## src/rtl/rv_alu_arbiter.sv

```systemverilog
// ---------------------------------------------------------------------------
// rv_alu_arbiter
//
// Purpose: shares one external ALU between two requesters (for example the
// execute stage and the branch/address unit). Each cycle at most one request
// is granted with round-robin priority. The granted operands drive the ALU
// combinationally, and the ALU result is registered into that requester's
// one-entry response slot.
//
// Optional feature: define RV_ALU_ARB_STATS_EN to get two saturating 16-bit
// per-requester grant counters on grant_cnt_o. When it is undefined,
// grant_cnt_o is tied to zero and no counter flops exist. The port list is the
// same in both builds.
//
// Ports:
//   clk_i, rst_i          clock and synchronous active-high reset
//   req_valid_i[1:0]      request valid, bit i = requester i
//   req_ready_o[1:0]      grant (one-hot or zero)
//   req_op_i/a/b/tag      per-requester operation, operands and tag
//   rsp_valid_o[1:0]      response slot i holds a result
//   rsp_ready_i[1:0]      requester i consumes its response
//   rsp_result/zero/tag   registered response payload per slot
//   alu_ctrl_o, alu_operand_a_o, alu_operand_b_o   drive to the shared ALU
//   alu_result_i, alu_zero_i                       result from the shared ALU
//   grant_cnt_o[1:0]      per-requester grant counters
//
// Handshake: a transfer happens on a rising edge where valid and ready are
// both high. req_ready_o depends combinationally on req_valid_i, so a
// requester must not make its valid depend on ready. A response slot presents
// a stable payload while rsp_valid_o is high and rsp_ready_i is low.
// ---------------------------------------------------------------------------

package rv_alu_pkg;
   typedef enum logic [3:0] {
      OP_ADD  = 4'd0,
      OP_SUB  = 4'd1,
      OP_AND  = 4'd2,
      OP_OR   = 4'd3,
      OP_XOR  = 4'd4,
      OP_SLL  = 4'd5,
      OP_SRL  = 4'd6,
      OP_SRA  = 4'd7,
      OP_SLT  = 4'd8,
      OP_SLTU = 4'd9
   } alu_operations_e;
endpackage

module rv_alu_arbiter
   import rv_alu_pkg::*;
#(
   parameter int TAG_W = 4
) (
   input  logic                       clk_i,
   input  logic                       rst_i,
   input  logic [1:0]                 req_valid_i,
   output logic [1:0]                 req_ready_o,
   input  alu_operations_e [1:0]      req_op_i,
   input  logic [1:0][31:0]           req_a_i,
   input  logic [1:0][31:0]           req_b_i,
   input  logic [1:0][TAG_W-1:0]      req_tag_i,
   output logic [1:0]                 rsp_valid_o,
   input  logic [1:0]                 rsp_ready_i,
   output logic [1:0][31:0]           rsp_result_o,
   output logic [1:0]                 rsp_zero_o,
   output logic [1:0][TAG_W-1:0]      rsp_tag_o,
   output alu_operations_e            alu_ctrl_o,
   output logic [31:0]                alu_operand_a_o,
   output logic [31:0]                alu_operand_b_o,
   input  logic [31:0]                alu_result_i,
   input  logic                       alu_zero_i,
   output logic [1:0][15:0]           grant_cnt_o
);

   // Round-robin pointer: the requester that wins when both are eligible.
   logic                  r_rr;
   logic [1:0]            r_rsp_valid;
   logic [1:0][31:0]      r_rsp_result;
   logic [1:0]            r_rsp_zero;
   logic [1:0][TAG_W-1:0] r_rsp_tag;

   logic [1:0]            w_elig;
   logic [1:0]            w_grant;
   logic                  w_gsel;

   // A full slot that drains this cycle can accept a new result on the same
   // edge, so it still counts as eligible.
   assign w_elig = req_valid_i & (~r_rsp_valid | rsp_ready_i);

   always_comb begin
      w_grant = 2'b00;
      if (!rst_i) begin
         if (w_elig == 2'b11) begin
            w_grant = 2'b01 << r_rr;
         end else begin
            w_grant = w_elig;
         end
      end
   end

   // Index of the granted requester; only meaningful when w_grant != 0.
   assign w_gsel = w_grant[1];

   assign req_ready_o = w_grant;

   // Idle drive is a fixed AND of zeros so the ALU inputs stay quiet.
   always_comb begin
      alu_ctrl_o      = OP_AND;
      alu_operand_a_o = 32'd0;
      alu_operand_b_o = 32'd0;
      if (w_grant != 2'b00) begin
         alu_ctrl_o      = alu_operations_e'(req_op_i[w_gsel]);
         alu_operand_a_o = req_a_i[w_gsel];
         alu_operand_b_o = req_b_i[w_gsel];
      end
   end

   always_ff @(posedge clk_i) begin
      if (rst_i) begin
         r_rr         <= 1'b0;
         r_rsp_valid  <= '0;
         r_rsp_result <= '0;
         r_rsp_zero   <= '0;
         r_rsp_tag    <= '0;
      end else begin
         if (w_grant != 2'b00) begin
            r_rr <= ~w_gsel;
         end
         for (int i = 0; i < 2; i++) begin
            // A new grant overrides a simultaneous drain: valid stays high
            // and the payload is replaced.
            if (w_grant[i]) begin
               r_rsp_valid[i]  <= 1'b1;
               r_rsp_result[i] <= alu_result_i;
               r_rsp_zero[i]   <= alu_zero_i;
               r_rsp_tag[i]    <= req_tag_i[i];
            end else if (rsp_ready_i[i]) begin
               r_rsp_valid[i]  <= 1'b0;
            end
         end
      end
   end

   assign rsp_valid_o  = r_rsp_valid;
   assign rsp_result_o = r_rsp_result;
   assign rsp_zero_o   = r_rsp_zero;
   assign rsp_tag_o    = r_rsp_tag;

`ifdef RV_ALU_ARB_STATS_EN
   logic [1:0][15:0] r_grant_cnt;

   always_ff @(posedge clk_i) begin
      if (rst_i) begin
         r_grant_cnt <= '0;
      end else begin
         for (int i = 0; i < 2; i++) begin
            if (w_grant[i] && (r_grant_cnt[i] != 16'hFFFF)) begin
               r_grant_cnt[i] <= r_grant_cnt[i] + 16'd1;
            end
         end
      end
   end

   assign grant_cnt_o = r_grant_cnt;
`else
   assign grant_cnt_o = '0;
`endif

endmodule

```

## config.mk

```make
export PLATFORM = sky130hd
export DESIGN_NAME = rv_alu_arbiter
export DESIGN_NICKNAME = d
export VERILOG_FILES = /design/src/rtl/rv_alu_arbiter.sv
export SDC_FILE = /design/constraint.sdc
export NUM_CORES = 1
export LEC_CHECK = 0
export ABC_AREA = 1
export BUFFER_PORTS_ARGS = -buffer_cell sky130_fd_sc_hd__buf_2
export CAP_MARGIN = 10
export CELL_PAD_IN_SITES_DETAIL_PLACEMENT = 0
export CELL_PAD_IN_SITES_GLOBAL_PLACEMENT = 1
export CORE_AREA = 2 2 141 143
export CTS_BUF_LIST = sky130_fd_sc_hd__clkbuf_4 sky130_fd_sc_hd__clkbuf_8 sky130_fd_sc_hd__clkbuf_16
export CTS_CLUSTER_SIZE = 28
export DETAILED_ROUTE_END_ITERATION = 8
export DIE_AREA = 0 0 143 145
export GPL_ROUTABILITY_DRIVEN = 0
export GPL_TIMING_DRIVEN = 0
export PLACE_DENSITY = 0.76
export SYNTH_ARGS = -nofsm -noshare
export SYNTH_HDL_FRONTEND = slang
export SYNTH_SLANG_ARGS = --single-unit
export TNS_END_PERCENT = 50
```

## constraint.sdc

```tcl
create_clock -name clk_i -period 1.4 [get_ports clk_i]
set_input_delay 0.07 -clock clk_i [delete_from_list [all_inputs] [get_ports clk_i]]
set_output_delay 0.07 -clock clk_i [all_outputs]
set_load 0.02 [all_outputs]
```

[Yosys cells after proc, flatten, opt, wreduce, memory -nomap -nowiden]
Index checks and enable logic that the tools add are counted.
Operators by class
  $lt $le $gt $ge: 1
  bitwise logic cells: 4
  reduce and logical (&&, ||, !) cells: 3
  equal/unequal tests: 1
  shift operators: 1
  multiplexer cells: 15
Operator list (number)
  2-to-1 mux 32 bit: 6
  2-to-1 mux 4 bit: 3
  nonzero test 2 bit: 3
  2-to-1 mux 1 bit: 4
  2-to-1 mux 2 bit: 2
  AND 2 bit: 1
  == test 2 bit (second input constant): 1
  < comparator 1 x 2 -> 1 bit (second input constant): 1
  NOT 2 bit: 1
  OR 2 bit: 1
  << shifter 1 x 1 -> 2 bit (first input constant): 1
  NOT 1 bit: 1
Storage, ports and cells
  logic and storage cells: 34
  bits in registers: 77
  input bits: 183
  output and inout port bits: 178

[Depth between registers and ports, before layout]
Gate-level depths: netlist (run 1).
  word-level depth: 9
  gate-level depth with buffers: 9
  gate-level depth less buffers: 8

[Least setup slack after synthesis (run 1)]
Ideal clock, no wire load.
  path type: reg2out
  from: register r_rsp_valid[0] (netlist: rsp_valid_o[0])
  to: output port alu_operand_a_o[10]
  required time: 1.330 ns
  data arrival time: 1.479 ns
  slack: -0.149 ns
  path buffers: 3
  stages on the path, launching flop included: 8
  path through: dfxtp_1 -> nand2_1 -> nand3_1 -> buf_4 -> buf_4 -> buf_2 -> a21oi_1 -> nor2_1
On the way
  cells in the longest elaborated chain, start to end: 9
  elaborated cells on any way between the ends: 10
  those cells by class: 1 x eq/ne; 5 x mux; 3 x bitwise; 1 x reduce/logical
Ends and longest elaborated chain
  start: declaration: line 76  | logic [1:0] r_rsp_valid;
  start signal: assignment: line 120  | r_rsp_valid <= '0;
  start signal: indexed assignment: line 132  | r_rsp_valid[i] <= 1'b1;
  start signal: indexed assignment: line 137  | r_rsp_valid[i] <= 1'b0;
  NOT 2 bit (*): line 87  | assign w_elig = req_valid_i & (~r_rsp_valid | rsp_ready_i);
  OR 2 bit (*): line 87
  AND 2 bit (*): line 87
  == test 2 bit: line 92  | if (w_elig == 2'b11) begin
  2-to-1 mux 2 bit (*): line 92
  2-to-1 mux 2 bit (*): line 91  | if (!rst_i) begin
  2-to-1 mux 32 bit (not written as such) (2 in a row): line 112  | alu_operand_a_o = req_a_i[w_gsel];
  2-to-1 mux 32 bit (*): line 110  | if (w_grant != 2'b00) begin
  end: declaration: line 67  | output logic [31:0] alu_operand_a_o,
Mark *: on every way between the ends. The rest lies on a longest branch, timed or not. The select of a mux whose other input is x is not followed.

[Final worst setup path (run 1)]
  from: register r_rsp_valid[1] (netlist: rsp_valid_o[1])
  to: output port alu_operand_a_o[16]
Same word-level chain as after synthesis.

==> results.sh, run 1 <==
export IMPL_fin_total_pwr_uw=7858
export IMPL_cts_max_path_buffers=2
export IMPL_drt_wl_total_um=20480
export IMPL_maxSlewViolCount=0
export IMPL_synth_top_area_cell="dfxtp_1"
export IMPL_firstDrtPassIters=4
export IMPL_critPathSlowestCell="dfxtp_2"
export IMPL_cp_max_fo=5
export IMPL_grt_max_degree=14
export IMPL_yosys_top_cells_count="nand2_1, nand3_1, dfxtp_1, nor2_1"
export IMPL_grt_first_pass_wirelength_um=30020
export IMPL_finalCriticalPeriod_ps=1766
export IMPL_fp_row_count=51
export IMPL_clk_latency_ps=330
export IMPL_postLayoutSetupSlackWorst_ps=-365.6
export IMPL_synth_main_ff_cell="dfxtp_1"
export IMPL_routed_top_layer="met4"
export IMPL_cp_common_cell="nand2_4"
export IMPL_clockRootBuffer="clkbuf_16"
export IMPL_status="finished with violations"
export IMPL_max_freq_mhz=566.4
export IMPL_worstPathCellList="nand2_4 > nand2_4 > nor2_8 > buf_12 > buf_8 > clkbuf_16 > nand3b_1 > nand2_1 > nor2_2 > buf_6"
export IMPL_antenna_found_initial=4
export IMPL_worstPathArrival_ps=1700
export IMPL_maxCapViolCount=0
export IMPL_ant_nets=0
export IMPL_fp_coreArea_um2=19210
export IMPL_io_buffer_count=328
export IMPL_cts_tree="built"
export IMPL_yosys_area_top_type_share_pct=34.85
export IMPL_io_pins=361
export IMPL_synth_seq_area_share_pct=34.85
export IMPL_wl_met3_um=1478
export IMPL_criticalPathCategory="reg -> out"
export IMPL_vias=5893
export IMPL_wl_met2_um=10750
export IMPL_drt_iter0_drc=148
export IMPL_yosys_top_cells_area="dfxtp_1, nand2_1, nand3_1, nand3b_1, buf_4"
export IMPL_wirelength_met1_um=7926
export IMPL_syn_mean_instance_area_um2=6.553
export IMPL_critical_path_required_ps=1330
export IMPL_die_area_um2=20740
export IMPL_rr_worst_depth=10
export IMPL_clk_pin_slew_ps=60
export IMPL_fin_skew_ps=5.463
export IMPL_fin_crit_sh_pct=126.1
export IMPL_clock_sinks=77
export IMPL_numCtsBuffers=9
export IMPL_drc=0
export IMPL_die_x_um=143
export IMPL_syn_inst=675
export IMPL_ys_ff_latch=77
export IMPL_yosysMostFrequentCell="nand2_1"
export IMPL_p_per_area_nw_per_um2=924.7
export IMPL_cp_end_kind="primary output"
export IMPL_overflow=0
export IMPL_hold_class="in -> reg"
export IMPL_ys_types=19
export IMPL_dp_slack_ps=-358.5
export IMPL_htreeDepth=3
export IMPL_p_leak_uw=0.004435
export IMPL_max_slew_margin_pct=63.74
export IMPL_final_setup_viol_count=86
export IMPL_die_h_um=145
export IMPL_track_usage_pct=18.37
export IMPL_ir_drop_v=0.0008276
export IMPL_synth_edf_count=0
export IMPL_violations="setup timing"
export IMPL_startpoint_type="register"
export IMPL_layout_nets=1273
export IMPL_grt_pass1_vias=5607
export IMPL_area_growth_synth_to_final_pct=92.14
export IMPL_post_dp_hpwl_um=15610
export IMPL_hold_viol=0
export IMPL_wl_per_cell_um=15.02
export IMPL_min_path_cells=3
export IMPL_initial_core_util_pct=23.03
export IMPL_async_flop_share_pct=0
export IMPL_rsz0062_at_grt="yes"
export IMPL_worstMarginPinSlew_ps=543.9
export IMPL_drt_vias_per_instance=4.324
export IMPL_layout_drive_gt1_share_pct=52.69
export IMPL_syn_area_um2=4423
export IMPL_ys_warn_count=0
export IMPL_cpPeakStageDelay_ps=350
==> flip-flops by register name, summed over array words and instances (netlist names) <==
signal	flops
rsp_valid_o	2
rsp_zero_o	2
rsp_tag_o	8
r_rr	1
rsp_result_o	64
==> cells in the final DEF, fill, tap and decap left out, types with 2 or more instances in the layout <==
cell type / count
nor2_1: 24
inv_2: 3
nand2_1: 152
buf_12: 9
clkbuf_8: 7
nand3_4: 2
nor2_2: 52
dfxtp_1: 75
nand2_2: 18
nand3b_1: 49
dlygate4sd3_1: 28
buf_8: 12
a21oi_1: 19
inv_1: 33
a21oi_2: 27
nand3_2: 12
buf_2: 273
buf_6: 60
o21ai_1: 10
dfxtp_2: 2
clkinvlp_4: 2
bufinv_16: 2
nand2_4: 9
o21ai_0: 24
clkbuf_16: 11
clkbuf_4: 4
nand3_1: 70
conb_1: 32
a21oi_4: 3
diode_2: 3
buf_4: 63
==> area by class of cell <==
cell class	instances	area, µm²
tap	265	331.6
multi-input combinational	506	2795
buffer	86	825.8
timing repair buffer	373	2520
clock buffer	11	246.5
sequential	77	1544
inverter	37	143.9
antenna	3	7.507
fill	1961	10710
clock inverter	5	83.83
==> worst paths after layout <==
kind               startpoint             endpoint  slack [ps]
max reg2reg    rsp_valid_o[1]     rsp_result_o[61]         -90
min          alu_result_i[31]     rsp_result_o[63]           4
max            rsp_valid_o[1]  alu_operand_a_o[16]        -370
min reg2reg  rsp_result_o[50]     rsp_result_o[50]         460
==> routing by layer <==
layer | vias up | track usage, %
met4 | 0 | 5.099
met3 | 21 | 4.257
met2 | 232 | 34.21
li1 | 2942 | -
met5 | - | 0
met1 | 2698 | 20.55
==> report_power, final <==
group	total [µW]	internal (µW)	switching, µW	leakage, µW
registers	2460	2370	90.2	0.000635
logic	2860	1260	1600	0.00365
clock network	2540	1630	909	0.000155
==> repair_timing <==
action / CTS / global route
gates resized for setup: 244 / 73
endpoints found under the hold margin: 45 / 0
hold buffers: 28 / 0
gates cloned: 4 / 1
endpoints found under the setup margin: 122 / 126
pin swaps: 18 / 19
buffers inserted: 10 / 2
==> stage by stage <==
step,utilization (%),setup TNS [ps],instances,cell area (µm²),hold slack [ps]
3_3_place_gp,34.56,-15630,1299,6639,264.6
6_report,44.24,-23270,1363,8498,3.991
5_1_grt,44.23,-32070,1362,8496,5.497
3_5_place_dp,34.56,-18070,1299,6639,266.2
4_1_cts,42.71,-24740,1357,8204,0.9090
2_1_floorplan,-,-344.8,706,4666,139.1
==> critical path: cells and delay by family (launching register included) <==
family / cells / cell delay, ps
buf+inv: 4 / 550
flops: 1 / 350
simple gates: 6 / 460
==> kinds of logic (layout without fill, tap and decap cells) <==
| family | count (synthesis) | after routing | synth area share, % |
|---|---|---|---|
| flip-flops | 77 | 77 | 34.85 |
| AND/OR/NAND/NOR | 391 | 391 | 40.37 |
| AO/OA/AOI/OAI | 83 | 83 | 9.392 |
| buffers and inverters | 123 | 512 | 15.30 |
| other | 1 | 35 | 0.08478 |
Note: power is estimated with default switching activity, not from simulation.
==> inputs of run 2 (changes only) <==
==> config.mk (replaced) <==
export PLATFORM = sky130hd
export DESIGN_NAME = rv_alu_arbiter
export DESIGN_NICKNAME = d
export VERILOG_FILES = /design/src/rtl/rv_alu_arbiter.sv
export SDC_FILE = /design/constraint.sdc
export NUM_CORES = 1
export LEC_CHECK = 0
export ABC_CLOCK_PERIOD_IN_PS = 1800
export BUFFER_PORTS_ARGS = -buffer_cell sky130_fd_sc_hd__buf_2
export CAP_MARGIN = 10
export CELL_PAD_IN_SITES_DETAIL_PLACEMENT = 0
export CELL_PAD_IN_SITES_GLOBAL_PLACEMENT = 1
export CORE_AREA = 2 2 142 144
export CTS_BUF_LIST = sky130_fd_sc_hd__clkbuf_4 sky130_fd_sc_hd__clkbuf_8 sky130_fd_sc_hd__clkbuf_16
export CTS_CLUSTER_SIZE = 28
export DETAILED_ROUTE_END_ITERATION = 8
export DIE_AREA = 0 0 144 146
export GPL_ROUTABILITY_DRIVEN = 0
export GPL_TIMING_DRIVEN = 0
export PLACE_DENSITY = 0.75
export SYNTH_ARGS = -nofsm -noshare
export SYNTH_HDL_FRONTEND = slang
export SYNTH_SLANG_ARGS = --single-unit
export TNS_END_PERCENT = 50
==> constraint.sdc (replaced) <==
create_clock -name clk_i -period 1.8 [get_ports clk_i]
set_input_delay 0.09 -clock clk_i [delete_from_list [all_inputs] [get_ports clk_i]]
set_output_delay 0.09 -clock clk_i [all_outputs]
set_load 0.02 [all_outputs]
==> results.sh, run 2 <==
export IMPL_status="finished with violations"
export IMPL_violations="setup timing"
export IMPL_cts_hold_buf=0
export IMPL_firstDrtPassIters=4
export IMPL_criticalPathCategory="reg -> out"
export IMPL_ys_ff_latch=77
export IMPL_rr_worst_depth=6
export IMPL_grt_first_pass_wirelength_um=29210
export IMPL_fp_coreArea_um2=19330
export IMPL_clk_pin_slew_ps=60
export IMPL_post_dp_hpwl_um=15960
export IMPL_area_growth_synth_to_final_pct=63.03
export IMPL_regArea_um2=1545
export IMPL_layout_cells_non_filler=1223
export IMPL_drt_wl_total_um=20190
export IMPL_critPathBufInv=3
export IMPL_die_area_um2=21020
export IMPL_async_flop_share_pct=0
export IMPL_grt_pass1_vias=5247
export IMPL_drt_iter0_drc=134
export IMPL_ir_drop_v=0.0004790
export IMPL_vias=5252
export IMPL_final_setup_viol_count=25
export IMPL_cp_common_cell="buf_6"
export IMPL_fin_area_um2=8259
export IMPL_worstPathArrival_ps=1740
export IMPL_dp_slack_ps=23.32
export IMPL_synth_seq_area_share_pct=30.43
export IMPL_critPathCapture="alu_operand_b_o[13]"
export IMPL_ys_types=22
export IMPL_clockRootBuffer="clkbuf_16"
export IMPL_r2r_slack_ps=350
export IMPL_cp_depth=6
export IMPL_critPathTopFamily="buffers and inverters"
export IMPL_cp_max_fo=10
export IMPL_synth_main_ff_cell="dfxtp_1"
export IMPL_hold_viol=0
export IMPL_switchingPower_uw=1829
export IMPL_postLayoutSetupSlackWorst_ps=-28.47
export IMPL_ys_warn_count=0
export IMPL_worstMarginPinSlew_ps=772.0
export IMPL_rsz0062_at_grt="yes"
export IMPL_synth_top_area_cell="dfxtp_1"
export IMPL_r2r_start="rsp_valid_o[1]"
export IMPL_intPower_uw=4016
export IMPL_pwr_share_comb_pct=33.5
export IMPL_worstReg2RegEnd="rsp_result_o[18]"
export IMPL_max_freq_mhz=546.9
export IMPL_hold_class="in -> reg"
export IMPL_p_leak_uw=0.004193
export IMPL_layout_drive_gt1_share_pct=49.37
export IMPL_syn_mean_instance_area_um2=8.841
export IMPL_post_dp_cell_area_um2=7151
export IMPL_htreeDepth=3
export IMPL_clkPwrFrac_pct=34.1
export IMPL_fin_skew_ps=5.461
export IMPL_syn_area_um2=5066
export IMPL_io_buffer_count=327
export IMPL_startpoint_type="register"
export IMPL_finalCriticalPeriod_ps=1828
export IMPL_overflow=0
export IMPL_antenna_found_initial=2
export IMPL_switching_share_pct=31.29
export IMPL_fp_row_count=51
export IMPL_initial_core_util_pct=26.20
export IMPL_p_per_area_nw_per_um2=707.7
export IMPL_maxCapViolCount=0
export IMPL_fillers=2021
export IMPL_die_h_um=146
export IMPL_fin_total_pwr_uw=5845
export IMPL_fin_crit_sh_pct=101.6
export IMPL_io_pins=361
export IMPL_startpoint="rsp_valid_o[0]"
export IMPL_yosys_top_cells_area="dfxtp_1, nand2b_1, mux2i_1, o32ai_1, o32ai_2"
export IMPL_wl_per_cell_um=16.51
export IMPL_yosys_area_top_type_share_pct=30.43
export IMPL_drc=0
export IMPL_multi_input_area_um2=3228
export IMPL_syn_inst=573
export IMPL_grt_max_degree=13
export IMPL_critical_path_required_ps=1710
export IMPL_clock_sinks=77
export IMPL_clk_latency_ps=330
export IMPL_numCtsBuffers=9
export IMPL_largest_register_ffs=64
export IMPL_ant_nets=0
export IMPL_p_seq_share_pct=32.4
export IMPL_setup_tns_final_ps=-338.2
export IMPL_die_x_um=144
export IMPL_worstHoldStart="req_tag_i[2]"
export IMPL_maxSlewViolCount=0
export IMPL_critPathSlowestCell="dfxtp_2"
export IMPL_cts_tree="built"
export IMPL_drt_vias_per_instance=4.294
export IMPL_yosys_top_cells_count="nand2b_1, dfxtp_1, mux2i_1"
export IMPL_final_common_cell="buf_2"
export IMPL_cp_end_kind="primary output"
export IMPL_track_usage_pct=18.14
export IMPL_yosysMostFrequentCell="nand2b_1"
export IMPL_worstPathCellList="nor2b_4 > o211ai_2 > buf_6 > buf_6 > o32ai_2 > buf_2"
export IMPL_synth_edf_count=0
export IMPL_cts_max_path_buffers=2
export IMPL_placed_cells=1196
export IMPL_layout_nets=1134
export IMPL_cpPeakStageDelay_ps=340
export IMPL_layout_common_cells="buf_2, nand2b_1, buf_4"
export IMPL_max_slew_margin_pct=48.53
-- run 2: what timing repair did --
item,CTS,global route
gates resized for setup,102,52
gates cloned,0,2
setup buffers,4,3
setup endpoints to repair,70,70
pin swaps,1,2
-- run 2: worst min-delay path by stage --
stage                              end  slack (ps)  depth (start not counted)
after floorplan           rsp_tag_o[0]         250                          2
after global placement    rsp_tag_o[7]         350                          3
after detailed placement  rsp_tag_o[2]         360                          3
after CTS                 rsp_tag_o[7]           4                          3
after global routing      rsp_tag_o[7]          20                          3
final                     rsp_tag_o[2]          20                          3
-- run 2: stage by stage --
| stage | hold slack [ps] | utilization, % |
|---|---|---|
| floorplan | 245.3 | - |
| global placement | 353.1 | 36.98 |
| detailed placement | 362.6 | 36.98 |
| CTS | 4.004 | 41.01 |
| global route | 23.46 | 42.70 |
| finish | 16.79 | 42.72 |
-- run 2: cell type report --
cell class                 instances  share of cell area [%]
clock inverter                     4                  0.8484
sequential                        77                   18.71
timing repair buffer             336                   23.15
multi-input combinational        376                   39.09
tap                              265                   4.015
antenna                            2                 0.06060
clock buffer                      12                   3.151
inverter                          68                   3.090
buffer                            83                   7.893
-- run 2: cell families (layout without fill, tap and decap cells) --
logic type             after synthesis  count (layout)  share of synthesized area [%]
AO/OA/AOI/OAI                       77              77                          16.23
buffers and inverters              151             503                          15.02
flip-flops                          77              77                          30.43
multiplexers                        74              74                          14.62
other                                1              34                        0.07402
AND/OR/NAND/NOR                    193             193                          23.64
-- run 2: power by group through the flow --
stage          combinational, µW  clock (µW)  sequential, µW
2_1_floorplan                911           0            2070
3_3_place_gp                1690           0            1920
3_5_place_dp                1690           0            1920
4_1_cts                     1850        2070            1890
5_1_grt                     2090        2150            1910
6_report                    1960        2000            1890
-- run 2: per-layer routing --
layer	vias up	share of wire, %	track usage [%]
met5	-	0	0
met4	0	1.5	4.608
met3	24	7.8	5.100
met2	204	53	34.07
li1	2610	-	-
met1	2414	38	19.72
-- run 2: worst min-delay path, cell delays in order --
cell      delay (ps)
buf_2             90
nand2b_1          50
mux2i_1           60
==> inputs of run 3 (changes only) <==
==> config.mk (replaced) <==
export PLATFORM = sky130hd
export DESIGN_NAME = rv_alu_arbiter
export DESIGN_NICKNAME = d
export VERILOG_FILES = /design/src/rtl/rv_alu_arbiter.sv
export SDC_FILE = /design/constraint.sdc
export NUM_CORES = 1
export LEC_CHECK = 0
export ABC_CLOCK_PERIOD_IN_PS = 1800
export BUFFER_PORTS_ARGS = -buffer_cell sky130_fd_sc_hd__clkbuf_2
export CAP_MARGIN = 10
export CORE_AREA = 2 2 139 141
export CTS_BUF_LIST = sky130_fd_sc_hd__clkbuf_4 sky130_fd_sc_hd__clkbuf_8 sky130_fd_sc_hd__clkbuf_16
export CTS_CLUSTER_SIZE = 28
export DETAILED_ROUTE_END_ITERATION = 8
export DIE_AREA = 0 0 141 143
export GPL_ROUTABILITY_DRIVEN = 0
export GPL_TIMING_DRIVEN = 0
export PLACE_DENSITY = 0.57
export SYNTH_ARGS = -nofsm -noshare
export SYNTH_HDL_FRONTEND = slang
export SYNTH_SLANG_ARGS = --single-unit
export TNS_END_PERCENT = 50
==> results.sh, run 3 (synthesis gave the netlist of run 2 again) <==
export IMPL_track_usage_pct=18.85
export IMPL_startpoint_type="register"
export IMPL_hold_viol=0
export IMPL_drc=0
export IMPL_pwr_share_comb_pct=34.4
export IMPL_p_leak_uw=0.004128
export IMPL_ant_nets=0
export IMPL_cts_tree="built"
export IMPL_post_dp_cell_area_um2=7112
export IMPL_vias=5240
export IMPL_post_dp_hpwl_um=16050
export IMPL_fp_coreArea_um2=18580
export IMPL_maxCapViolCount=0
export IMPL_io_pins=361
export IMPL_hold_path_end="rsp_tag_o[4]"
export IMPL_clock_sinks=77
export IMPL_grt_pass1_vias=5156
export IMPL_final_setup_viol_count=29
export IMPL_postLayoutSetupSlackWorst_ps=-46.72
export IMPL_final_common_cell="clkbuf_2"
export IMPL_wl_met3_um=1490
export IMPL_cp_max_fo=10
export IMPL_fillers=1887
export IMPL_min_path_cells=3
export IMPL_p_seq_share_pct=33.3
export IMPL_layout_common_cells="clkbuf_2, nand2b_1, dfxtp_1"
export IMPL_fp_row_count=50
export IMPL_cts_max_path_buffers=2
export IMPL_criticalPathCategory="reg -> out"
export IMPL_layout_nets=1134
export IMPL_numCtsBuffers=9
export IMPL_die_area_um2=20160
export IMPL_switching_share_pct=33.04
export IMPL_clk_pin_slew_ps=60
export IMPL_status="finished with violations"
export IMPL_die_x_um=141
export IMPL_setup_tns_final_ps=-522.7
export IMPL_io_buffer_count=327
export IMPL_ir_drop_v=0.0005176
export IMPL_clkPwrFrac_pct=32.3
export IMPL_utilization_pct=44.20
export IMPL_clockRootBuffer="clkbuf_16"
export IMPL_switchingPower_uw=1882
export IMPL_worstReg2RegEnd="rsp_result_o[4]"
export IMPL_firstDrtPassIters=4
export IMPL_clk_latency_ps=340
export IMPL_drt_vias_per_instance=4.400
export IMPL_rr_worst_depth=4
export IMPL_routed_top_layer="met4"
export IMPL_fin_crit_sh_pct=102.6
export IMPL_worstMarginPinSlew_ps=953.0
export IMPL_layout_drive_gt1_share_pct=48.43
export IMPL_max_slew_margin_pct=36.47
export IMPL_initial_core_util_pct=27.27
export IMPL_r2r_start="rsp_valid_o[1]"
export IMPL_fin_skew_ps=7.037
export IMPL_largest_register_ffs=64
export IMPL_die_h_um=143
export IMPL_critical_path_required_ps=1710
export IMPL_wirelength_met1_um=8032
export IMPL_overflow=0
export IMPL_r2r_slack_ps=180
export IMPL_cp_end_kind="primary output"
export IMPL_p_per_area_nw_per_um2=693.5
export IMPL_worstHoldStart="req_tag_i[4]"
export IMPL_fin_area_um2=8213
export IMPL_maxSlewViolCount=0
export IMPL_grt_first_pass_wirelength_um=29240
export IMPL_htreeDepth=3
export IMPL_antenna_found_initial=1
export IMPL_wl_per_cell_um=17.03
export IMPL_worstPathArrival_ps=1760
export IMPL_rsz0062_at_grt="yes"
export IMPL_grt_max_degree=14
export IMPL_intPower_uw=3814
export IMPL_drt_wl_total_um=20280
export IMPL_hold_class="in -> reg"
export IMPL_max_freq_mhz=541.5
export IMPL_wl_met2_um=10480
export IMPL_area_growth_synth_to_final_pct=62.11
export IMPL_drt_iter0_drc=117
export IMPL_finalCriticalPeriod_ps=1847
export IMPL_violations="setup timing"
==> run 3: changes by cell type in the layout (fill, tap and decap cells not counted), moves of 6 or more <==
| cell | delta |
|---|---|
| clkbuf_4 | +8 |
| buf_4 | -14 |
| buf_2 | -259 |
| clkbuf_8 | +6 |
| o32ai_2 | -8 |
| clkbuf_2 | +259 |
==> run 3: power by group through the flow <==
| stage | combinational [µW] | sequential [µW] | clock [µW] |
|---|---|---|---|
| final | 1960 | 1900 | 1840 |
| after global routing | 2100 | 1910 | 1940 |
| after CTS | 1880 | 1900 | 1880 |
| after detailed placement | 1690 | 1930 | 0 |
| after global placement | 1690 | 1930 | 0 |
| after floorplan | 911 | 2070 | 0 |
==> run 3: per-stage QoR <==
stage	hold WS (ps)	total power [µW]	std cells	setup slack (ps)
floorplan	245.3	2984	604	134.5
global placement	339.3	3616	1165	-12.81
detailed placement	353.2	3623	1165	-32.75
CTS	3.162	5655	1186	-79.58
global route	13.22	5953	1190	-135.3
finish	8.819	5696	1191	-46.72
==> run 3: worst max-delay path, stage by stage, from the launching register on <==
cell and delay (ps):
dfxtp_2 330, nor2b_4 190, o211ai_4 140, clkbuf_4 250
o32ai_1 270, buf_2 230
==> run 3: timing repair <==
action	4_1_cts	5_1_grt
pin swaps	2	0
setup buffers	2	3
endpoints found under the hold margin	5	0
hold buffers	5	0
gates resized for setup	103	97
setup endpoints to repair	70	70
cloned	0	1
==> run 3: worst max-delay path by stage <==
stage | start | to | slack [ps] | depth (start not counted)
final | rsp_valid_o[1] | alu_operand_b_o[17] | -50 | 5
after global routing | rsp_valid_o[1] | alu_operand_a_o[29] | -140 | 6
after CTS | rsp_valid_o[1] | alu_operand_a_o[24] | -80 | 6
after global placement | rsp_valid_o[1] | alu_ctrl_o[0] | -10 | 6
after floorplan | rsp_valid_o[1] | alu_operand_a_o[0] | 130 | 4
after detailed placement | rsp_valid_o[1] | alu_ctrl_o[0] | -30 | 6
==> run 3: layout make-up <==
class                           count  area (µm²)  share of cell area, %
Tap cell                          234       292.8                  3.565
Clock buffer                       10       239.0                  2.910
Buffer                             81       615.6                  7.495
Multi-Input combinational cell    376        3254                  39.63
Clock inverter                      6       62.56                 0.7617
Inverter                           68       255.2                  3.108
Sequential cell                    77        1544                  18.80
Timing Repair Buffer              338        1947                  23.71
Antenna cell                        1       2.502                0.03047
==> run 3: per-layer routing <==
layer  up-vias  global-route usage [%]
li1       2601                       -
met1      2389                   21.87
met2       227                   34.09
met3        23                   5.466
met4         0                   4.789
met5         -                       0
